$ cat src/rtl/apb_pkg.sv
// -----------------------------------------------------------------------------
// apb_pkg
// Shared constants and types for the APB3 slave and its register file.
//   ADDR_W    : APB address width (bit 8 is the master's slave decode)
//   DATA_W    : APB data width
//   MEM_DEPTH : number of register-file entries
//   IDX_W     : register-file index width
// -----------------------------------------------------------------------------
package apb_pkg;

  localparam int ADDR_W    = 9;
  localparam int DATA_W    = 8;
  localparam int MEM_DEPTH = 64;
  localparam int IDX_W     = 6;

  typedef enum logic [1:0] {
    IDLE  = 2'd0,
    WAIT  = 2'd1,
    READY = 2'd2
  } apb_slave_state_t;

endpackage

$ cat src/rtl/apb_slave_regfile.sv
// -----------------------------------------------------------------------------
// apb_slave_regfile
// 64x8 register array: one synchronous write port, one combinational read
// port, every entry cleared asynchronously by the active-low reset.
// Ports:
//   clk    : clock (rising edge)
//   rst_n  : asynchronous active-low reset, clears all entries to 0
//   we     : write enable
//   waddr  : write index
//   wdata  : write data
//   raddr  : read index
//   rdata  : combinational read data
// -----------------------------------------------------------------------------
module apb_slave_regfile
  import apb_pkg::*;
(
  input  logic              clk,
  input  logic              rst_n,
  input  logic              we,
  input  logic [IDX_W-1:0]  waddr,
  input  logic [DATA_W-1:0] wdata,
  input  logic [IDX_W-1:0]  raddr,
  output logic [DATA_W-1:0] rdata
);

  logic [DATA_W-1:0] mem [MEM_DEPTH];

  always_ff @(posedge clk or negedge rst_n) begin
    if (!rst_n) begin
      for (int i = 0; i < MEM_DEPTH; i++) begin
        mem[i] <= '0;
      end
    end else if (we) begin
      mem[waddr] <= wdata;
    end
  end

  assign rdata = mem[raddr];

endmodule

$ cat src/rtl/apb_slave.sv
// -----------------------------------------------------------------------------
// apb_slave
// APB3 peripheral slave backed by a 64x8 register file, with a fixed number
// of wait states inserted before PREADY.
//
// Optional feature macro: APB_SLAVE_PSLVERR_EN
//   defined   : PSLVERR port exists; PADDR[7:6] != 0 gives an error response
//               (write suppressed, read returns 0), normal wait-state timing.
//   undefined : no PSLVERR port; PADDR[7:6] ignored (addresses alias mod 64).
//
// Parameters:
//   WAIT_STATES : extra access cycles before PREADY (0..15)
// Ports:
//   PCLK     : clock (rising edge)
//   PRESETn  : asynchronous active-low reset
//   PSEL     : slave select
//   PENABLE  : access phase marker
//   PWRITE   : 1 = write, 0 = read
//   PADDR    : address; bit 8 is the master's decode and is ignored
//   PWDATA   : write data
//   PRDATA   : registered read data, holds between reads
//   PREADY   : registered one-cycle transfer completion
//   PSLVERR  : registered error response (only with APB_SLAVE_PSLVERR_EN)
// -----------------------------------------------------------------------------
module apb_slave
  import apb_pkg::*;
#(
  parameter int unsigned WAIT_STATES = 0
) (
  input  logic              PCLK,
  input  logic              PRESETn,
  input  logic              PSEL,
  input  logic              PENABLE,
  input  logic              PWRITE,
  input  logic [ADDR_W-1:0] PADDR,
  input  logic [DATA_W-1:0] PWDATA,
  output logic [DATA_W-1:0] PRDATA,
  output logic              PREADY
`ifdef APB_SLAVE_PSLVERR_EN
  ,
  output logic              PSLVERR
`endif
);

  localparam logic [3:0] WS = WAIT_STATES[3:0];

  apb_slave_state_t state, state_nxt;

  logic [3:0]        cnt;
  logic [IDX_W+1:0]  addr_q;
  logic              write_q;
  logic [DATA_W-1:0] wdata_q;

  logic              setup;
  logic              enter_ready;
  logic              rd_load;
  logic              mem_we;
  logic              addr_err;
  logic [IDX_W-1:0]  rd_idx;
  logic [DATA_W-1:0] mem_rdata;

  assign setup = PSEL && !PENABLE;

  // State register
  always_ff @(posedge PCLK or negedge PRESETn) begin
    if (!PRESETn) begin
      state <= IDLE;
    end else begin
      state <= state_nxt;
    end
  end

  // Next-state logic. Dropping PSEL mid-transfer abandons it.
  always_comb begin
    state_nxt = state;
    case (state)
      IDLE: begin
        if (setup) begin
          state_nxt = (WS == 4'd0) ? READY : WAIT;
        end
      end
      WAIT: begin
        if (!PSEL) begin
          state_nxt = IDLE;
        end else if (cnt <= 4'd1) begin
          state_nxt = READY;
        end
      end
      READY: begin
        state_nxt = IDLE;
      end
      default: begin
        state_nxt = IDLE;
      end
    endcase
  end

  // Output/control decode. With zero wait states READY is entered straight
  // from the setup edge, before the request has been latched, so the read
  // index and direction come from the bus in IDLE and from the latch later.
  always_comb begin
    enter_ready = (state_nxt == READY);
    rd_idx      = (state == IDLE) ? PADDR[IDX_W-1:0] : addr_q[IDX_W-1:0];
    rd_load     = enter_ready && !((state == IDLE) ? PWRITE : write_q);
`ifdef APB_SLAVE_PSLVERR_EN
    addr_err    = (state == IDLE) ? (PADDR[IDX_W+1:IDX_W] != 2'b00)
                                  : (addr_q[IDX_W+1:IDX_W] != 2'b00);
    mem_we      = (state == READY) && PSEL && write_q
                  && (addr_q[IDX_W+1:IDX_W] == 2'b00);
`else
    addr_err    = 1'b0;
    mem_we      = (state == READY) && PSEL && write_q;
`endif
  end

  // Wait-state counter: loaded on setup, counts down while waiting
  always_ff @(posedge PCLK or negedge PRESETn) begin
    if (!PRESETn) begin
      cnt <= 4'd0;
    end else if (state == IDLE && setup) begin
      cnt <= WS;
    end else if (state == WAIT && cnt != 4'd0) begin
      cnt <= cnt - 4'd1;
    end
  end

  // Request latch (data only, no reset needed)
  always_ff @(posedge PCLK) begin
    if (state == IDLE && setup) begin
      addr_q  <= PADDR[IDX_W+1:0];
      write_q <= PWRITE;
      wdata_q <= PWDATA;
    end
  end

  // Registered bus outputs
  always_ff @(posedge PCLK or negedge PRESETn) begin
    if (!PRESETn) begin
      PREADY <= 1'b0;
      PRDATA <= '0;
    end else begin
      PREADY <= enter_ready;
      if (rd_load) begin
        PRDATA <= addr_err ? '0 : mem_rdata;
      end
    end
  end

`ifdef APB_SLAVE_PSLVERR_EN
  always_ff @(posedge PCLK or negedge PRESETn) begin
    if (!PRESETn) begin
      PSLVERR <= 1'b0;
    end else begin
      PSLVERR <= enter_ready && addr_err;
    end
  end

  logic unused_bits;
  assign unused_bits = PADDR[ADDR_W-1];
`else
  // Decode bit and upper index bits are deliberately ignored in this build
  logic unused_bits;
  assign unused_bits = ^{PADDR[ADDR_W-1:IDX_W], addr_q[IDX_W+1:IDX_W], addr_err};
`endif

  apb_slave_regfile u_regfile (
    .clk   (PCLK),
    .rst_n (PRESETn),
    .we    (mem_we),
    .waddr (addr_q[IDX_W-1:0]),
    .wdata (wdata_q),
    .raddr (rd_idx),
    .rdata (mem_rdata)
  );

endmodule

$ cat config.mk
export PLATFORM = sky130hd
export DESIGN_NAME = apb_slave
export DESIGN_NICKNAME = d
export VERILOG_FILES = /design/src/rtl/apb_pkg.sv /design/src/rtl/apb_slave_regfile.sv /design/src/rtl/apb_slave.sv
export SDC_FILE = /design/constraint.sdc
export NUM_CORES = 1
export LEC_CHECK = 0
export BUFFER_PORTS_ARGS = -buffer_cell sky130_fd_sc_hd__buf_2
export CAP_MARGIN = 20
export CORE_ASPECT_RATIO = 0.7
export CORE_MARGIN = 1
export CORE_UTILIZATION = 65
export CTS_CLUSTER_SIZE = 10
export DETAILED_ROUTE_END_ITERATION = 12
export GPL_TIMING_DRIVEN = 0
export PLACE_DENSITY = 0.92
export SYNTH_ARGS = -nofsm -noshare
export SYNTH_HDL_FRONTEND = slang
export SYNTH_SLANG_ARGS = --single-unit
$ cat constraint.sdc
create_clock -name PCLK -period 7.55 [get_ports PCLK]
set_input_delay 0.3775 -clock PCLK [delete_from_list [all_inputs] [get_ports PCLK]]
set_output_delay 0.3775 -clock PCLK [all_outputs]
set_load 0.01 [all_outputs]
==> reports/qor.csv, run 1 <==
stage;metric;value;unit
synth;Yosys top cell by area;sky130_fd_sc_hd__dfrtp_1;
pwr;VDD IR-drop max;0.000220;V
place;number of buffers added on ports;27;
final_layout;share of cells above drive strength 1;0.331;
grt;GR Overflow Total;0;
synth;commonest cells in the synthesized netlist;sky130_fd_sc_hd__dfrtp_1, sky130_fd_sc_hd__mux2_2, sky130_fd_sc_hd__nand2_1;
synth;Synth Register Bits;542;
sta;setup clock skew after layout;35.5;ps
sta;Slew @ Worst Pin;1310;ps
sta;unrepaired setup endpoints after global routing;no;
final_layout;Final #Nets;2122;
synth;Syn Area/Cell;12.6;sq um
sta;endpoints failing setup;0;
synth;Area contributors post-synth;sky130_fd_sc_hd__dfrtp_1, sky130_fd_sc_hd__mux2_2, sky130_fd_sc_hd__nand2_1;
cts;number of buffers between clock root and the deepest sink;3;
sta;relative max-transition margin;0.125;
grt;maximum number of pins on one net before global-route repair;126;
pwr;leakage power;0.0132;uW
synth;Yosys warning total;0;
floorplan;Starting Density;0.667;
synth;post-synthesis instance area;0.0251;sq mm
synth;Mapped Nets;2011;
synth;count of flip-flops with a built-in enable after synthesis;15;
synth;sequential-to-total area share from yosys stat;0.544;
floorplan;area of the die;0.0394;sq mm
worst_setup_path;data required time of the worst path;8110;ps
synth;top_reg_cell synth;sky130_fd_sc_hd__dfrtp_1;
route;routed length per instance;32.4;microns
place;GPL Wtd Cong;1.10;
cts;clock tree from TritonCTS;done;
cts;level count of the clock H-tree;2;
synth;Distinct cells, synth;61;
grt;wire length of the first global-routing pass;124000;microns
cts;number of sinks handled by clock tree synthesis;542;
route;number of detailed-routing iterations run before antenna repair;10;
min_path;worst hold path type;input pin to register;
sta;FMAX;220;MHz
cts;number of setup buffers added after CTS;0;
sta;final period demand of the worst path;4550;ps
synth;fraction of synthesis flops using an asynchronous set or reset pin;0.972;
sta;post-route worst setup slack;3000;ps
route;drc violations;0;
place;post-placement worst setup slack;3570;ps
synth;post-synth top area share;0.526;
final_layout;final-layout fill cell count;2245;
route;residual antenna-violating net count after detailed routing;0;
floorplan;vertical extent of the die;166;microns
worst_setup_path;kind of start point of the critical path;register;
cts;clock transition at the registers of the reported paths;60;ps
grt;GRT Total Usage;0.433;
job;number of max-capacitance violations reported;0;
route;via count;19300;
sta;portion of the clock cycle consumed by the worst path in the final layout;0.602;
worst_setup_path;largest fanout of any net on the critical path;10;
worst_setup_path;launching element of the worst setup path;state[0];
floorplan;I/O pin count;31;
status;outcome;completed;
route;violation count after the first detailed-routing iteration;3215;
min_path;HP Start;PADDR[4];
cts;total CTS buffers;60;
pwr;pwr dens;223;mW/mm^2
synth;most repeated cell in the gate-level netlist after synthesis;sky130_fd_sc_hd__dfrtp_1;
floorplan;Core Footprint;0.0376;sq mm
worst_setup_path;critical path class;register to register;
place;estimated wirelength of the detail-placed design;56300;microns
floorplan;Horiz. Die Dim;237;microns
worst_setup_path;R2R Path Start;state[0];
sta;number of hold-slack violations in the final timing report;0;
cts;Clock Tree Root;sky130_fd_sc_hd__clkbuf_16;
route;drt total wl;84000;microns
worst_setup_path;Critical Path Sink Type;register;
grt;antenna violations before repair;4;
final_layout;Area Overhead vs Synth;10.5;%
floorplan;row count;59;
cts;clock network latency to the later pin of the worst-skew pair;630;ps
synth;synthesized instance count;1986;
grt;number of global-route vias before repair;19300;
route;per-cell via count in the routed design;7.42;
sta;Max Transition Viols Final;0;
pwr;Final Power;6170;uW
worst_setup_path;Critical Path AT;5110;ps
==> metal layers <==
metal  track usage  part of all wire  up-vias
met5       0.00606           0.00095        -
met4         0.202             0.063        6
met3         0.227              0.17      492
met2         0.603              0.41     1784
met1         0.559              0.36     9586
li1              -                 -     7383
==> flip-flops by register name (all words and copies together) (netlist names) <==
signal,count
wdata_q,8
write_q,1
PRDATA,8
PREADY,1
cnt,4
u_regfile.mem,512
addr_q,6
state,2
==> worst max-delay path, cell delays in order (launching register included) <==
cell                       delay [ps]
sky130_fd_sc_hd__dfrtp_1          480
sky130_fd_sc_hd__clkbuf_2         320
sky130_fd_sc_hd__o21ai_2          470
sky130_fd_sc_hd__and2_1           210
sky130_fd_sc_hd__buf_6            220
sky130_fd_sc_hd__buf_6            220
sky130_fd_sc_hd__clkbuf_1         840
sky130_fd_sc_hd__mux2i_1          210
sky130_fd_sc_hd__a32oi_1          440
sky130_fd_sc_hd__nand4_1          240
sky130_fd_sc_hd__a21oi_1          620
sky130_fd_sc_hd__a211o_1          180
==> cell families (layout without fill, tap and decap cells) <==
group,after synthesis,count (layout),share of synthesized area
muxes,634,634,0.292
DFF,542,542,0.544
and+or+nand+nor,486,486,0.0869
AOI/OAI and AO/OA,176,176,0.0501
buffers and inverters,143,260,0.0249
adders and majority gates,3,3,0.00150
xor gates and xnor gates,2,2,0.000699
other,0,2,0
==> cells in the final DEF (no fill, tap or decap), types with 11 or more instances in the layout <==
cell,instances
sky130_fd_sc_hd__a21oi_1,39
sky130_fd_sc_hd__a31oi_1,18
sky130_fd_sc_hd__mux2i_1,94
sky130_fd_sc_hd__nand3_1,76
sky130_fd_sc_hd__o22ai_1,18
sky130_fd_sc_hd__mux2_2,513
sky130_fd_sc_hd__buf_2,45
sky130_fd_sc_hd__buf_1,11
sky130_fd_sc_hd__nand2_1,261
sky130_fd_sc_hd__clkbuf_1,100
sky130_fd_sc_hd__nor3_1,14
sky130_fd_sc_hd__o21ai_0,13
sky130_fd_sc_hd__mux4_2,26
sky130_fd_sc_hd__nor2_1,60
sky130_fd_sc_hd__dlygate4sd3_1,14
sky130_fd_sc_hd__o221ai_1,13
sky130_fd_sc_hd__nand4_1,15
sky130_fd_sc_hd__clkbuf_16,60
sky130_fd_sc_hd__dfrtp_1,527
sky130_fd_sc_hd__edfxtp_1,15
sky130_fd_sc_hd__a32oi_1,16
==> layout make-up <==
class,instances,area [sq um],area share
flip-flops and latches,542,13600,0.492
multi-input cells,1301,10800,0.390
clock buffers,64,1520,0.0547
well taps,488,611,0.0220
plain buffers,138,606,0.0219
repair buffers,49,453,0.0163
clock inverters,4,53.8,0.00194
inverters,5,18.8,0.000677
diodes,2,5.00,0.000181
==> per-stage QoR <==
stage          setup TNS (ps)  hold WS, ps  std cells  area [sq um]   util
6_report                    0         49.9       2593         27700  0.738
5_1_grt                     0         41.2       2592         27700  0.737
4_1_cts                     0         37.6       2590         27700  0.737
3_5_place_dp                0          202       2508         26000  0.692
3_3_place_gp         -2037720          482       2501         25800  0.687
2_1_floorplan               0         81.9       1986         25100      -
==> power breakdown <==
| part | internal (uW) | leakage, uW | switching [uW] |
|---|---|---|---|
| combinational | 171 | 0.00500 | 415 |
| clock | 1400 | 0.000770 | 1150 |
| sequential | 2980 | 0.00746 | 43.1 |
==> final timing paths <==
check	depth (start not counted)	slack, ps	to
setup / recovery	11	3000	PRDATA[4]
hold / removal	1	50	addr_q[4]
setup reg to reg	11	3000	PRDATA[4]
hold reg to reg	1	500	u_regfile.mem[257]
max in group asynchronous	6	5220	u_regfile.mem[29]
min in group asynchronous	2	170	u_regfile.mem[341]
==> repair_timing <==
action / 4_1_cts / 5_1_grt
hold endpoints to repair: 146 / 0
resized for setup: 0 / 0
hold buffers: 14 / 0
No activity file was read; power rests on OpenSTA's default activity.
==> run 2, diff against run 1 <==
CORE_UTILIZATION = 63   (was 65)
PLACE_DENSITY = 0.9   (was 0.92)
clock period = 4.65 ns   (was 7.55 ns; I/O delays follow)
==> reports/qor.csv, run 2 (same netlist as run 1, synthesis figures left out) <==
stage;metric;value;unit
status;outcome;completed;
min_path;worst hold path cell count;3;
cts;level count of the clock H-tree;2;
final_layout;share of cells above drive strength 1;0.330;
floorplan;Horiz. Die Dim;240;microns
route;routed length per instance;31.3;microns
grt;number of global-route vias before repair;18900;
sta;endpoints failing setup;0;
final_layout;largest registers;u_regfile.mem: 512 flops, PRDATA: 8 flops, wdata_q: 8 flops;
final_layout;Antenna Cells;0;
floorplan;area of the die;0.0406;sq mm
route;via count;18800;
pwr;Clock power frac;0.414;
route;number of detailed-routing iterations run before antenna repair;6;
final_layout;commonest non-fill, non-tap cell in the layout;sky130_fd_sc_hd__dfrtp_1;
pwr;pwr dens;360;mW/mm^2
min_path;Worst Hold End;state[0];
cts;clock transition at the registers of the reported paths;60;ps
grt;met2 Resource Use GR;0.587;
worst_setup_path;kind of start point of the critical path;register;
place;placed insts;2548;
worst_setup_path;R2R Path Start;state[0];
worst_setup_path;number of cell instances on the worst register-to-register path;8;
floorplan;Starting Density;0.646;
cts;number of sinks handled by clock tree synthesis;542;
worst_setup_path;largest fanout of any net on the critical path;10;
pwr;VDD IR-drop max;0.000435;V
cts;Clock Tree Root;sky130_fd_sc_hd__clkbuf_16;
place;GPL Wtd Cong;1.03;
pwr;Sw Pwr;2600;uW
sta;Max Transition Viols Final;0;
route;drc violations;0;
floorplan;I/O pin count;31;
worst_setup_path;worst reg-to-reg setup slack;260;ps
final_layout;most used cells in the layout excluding fill and tap cells;sky130_fd_sc_hd__dfrtp_1, sky130_fd_sc_hd__mux2_2, sky130_fd_sc_hd__nand2_1, sky130_fd_sc_hd__clkbuf_1, sky130_fd_sc_hd__mux2i_1;
grt;maximum number of pins on one net before global-route repair;134;
final_layout;register with the most flip-flops;u_regfile.mem;
sta;Slew @ Worst Pin;1300;ps
final_layout;Final Non-Filler Cells;2636;
pwr;leakage power;0.0132;uW
place;estimated wirelength of the detail-placed design;57000;microns
sta;final period demand of the worst path;4390;ps
grt;antenna violations before repair;4;
grt;GRT Total Usage;0.417;
sta;FMAX;228;MHz
final_layout;Final #Nets;2125;
route;violation count after the first detailed-routing iteration;2904;
min_path;HP Start;PSEL;
cts;clock tree from TritonCTS;done;
cts;clock network latency to the later pin of the worst-skew pair;630;ps
place;number of buffers added on ports;27;
pwr;Switching Share;0.260;
floorplan;Core Footprint;0.0388;sq mm
floorplan;row count;60;
route;per-cell via count in the routed design;7.14;
pwr;P_int;7410;uW
route;residual antenna-violating net count after detailed routing;0;
grt;wire length of the first global-routing pass;122000;microns
worst_setup_path;data required time of the worst path;5220;ps
route;drt total wl;82500;microns
sta;relative max-transition margin;0.127;
sta;number of hold-slack violations in the final timing report;0;
final_layout;max FFs per register;512;
grt;Most Used Layer, Global Route;met2;
final_layout;final-layout fill cell count;2508;
sta;portion of the clock cycle consumed by the worst path in the final layout;0.944;
pwr;sequential share of power;0.491;
floorplan;vertical extent of the die;169;microns
worst_setup_path;destination of the worst register-to-register timing path;PRDATA[5];
worst_setup_path;Critical Path Sink Type;register;
grt;Global Route met1 Usage;0.570;
cts;total CTS buffers;60;
sta;setup clock skew after layout;21.0;ps
sta;Hold Worst Slack;78.2;ps
pwr;share of power burned in combinational logic;0.095;
worst_setup_path;Critical Path AT;4960;ps
grt;GR Overflow Total;0;
job;number of max-capacitance violations reported;0;
sta;unrepaired setup endpoints after global routing;no;
worst_setup_path;critical path class;register to register;
min_path;worst hold path type;input pin to register;
final_layout;Area Overhead vs Synth;10.8;%
cts;number of buffers between clock root and the deepest sink;3;
grt;M3 GR Usage;0.167;
-- run 2: worst max-delay path by stage --
| stage | end | slack, ps | startpoint |
|---|---|---|---|
| final | PRDATA[5] | 260 | state[0] |
| after global routing | PRDATA[5] | 310 | state[0] |
| after CTS | PRDATA[5] | 600 | state[0] |
| after detailed placement | PRDATA[5] | 650 | state[0] |
| after global placement | u_regfile.mem[68] | -6770 | PRESETn |
| after floorplan | PRDATA[5] | 2040 | state[1] |
-- run 2: routing by layer --
| metal | vias up | part of all wire |
|---|---|---|
| met1 | 9663 | 0.38 |
| met4 | 4 | 0.050 |
| met2 | 1467 | 0.42 |
| li1 | 7370 | - |
| met5 | - | 0.00036 |
| met3 | 318 | 0.15 |
-- run 2: through the flow --
| stage | util | instance area [sq um] | setup TNS, ps | power, uW | setup WS [ps] |
|---|---|---|---|---|---|
| 2_1_floorplan | - | 25100 | 0 | 5430 | 2040 |
| 4_1_cts | 0.716 | 27800 | 0 | 9940 | 602 |
| 6_report | 0.716 | 27800 | 0 | 10000 | 262 |
| 5_1_grt | 0.716 | 27800 | 0 | 10200 | 307 |
| 3_5_place_dp | 0.671 | 26000 | 0 | 5880 | 650 |
| 3_3_place_gp | 0.666 | 25900 | -3529300 | 5840 | -6770 |
-- run 2: area by class of cell --
class	count	area, sq um	share of cell area
sequential	542	13600	0.491
multi-input combinational	1301	10800	0.389
clock buffer	67	1530	0.0550
timing repair buffer	52	470	0.0169
buffer	138	606	0.0218
inverter	5	18.8	0.000675
tap	527	659	0.0237
clock inverter	4	53.8	0.00194
-- run 2: worst max-delay path: stages, from the launching register on --
cell and delay (ps):
sky130_fd_sc_hd__dfrtp_1 480, sky130_fd_sc_hd__nor2_2 470, sky130_fd_sc_hd__buf_2 350, sky130_fd_sc_hd__mux2i_1 670, sky130_fd_sc_hd__clkbuf_1 690, sky130_fd_sc_hd__clkbuf_1 660, sky130_fd_sc_hd__nand4_1 240, sky130_fd_sc_hd__a21oi_1 590
sky130_fd_sc_hd__a211o_1 180
-- run 2: power by group through the flow --
stage	Clock, uW	Combinational [uW]	Sequential, uW
2_1_floorplan	0	455	4980
3_3_place_gp	0	851	4980
3_5_place_dp	0	889	4990
4_1_cts	4120	908	4910
5_1_grt	4300	982	4920
6_report	4150	952	4910
-- run 2: repair_timing --
action                                 4_1_cts  5_1_grt
endpoints found under the hold margin      103        0
buffers inserted                             0        0
resized for setup                            0        0
hold buffers                                17        0
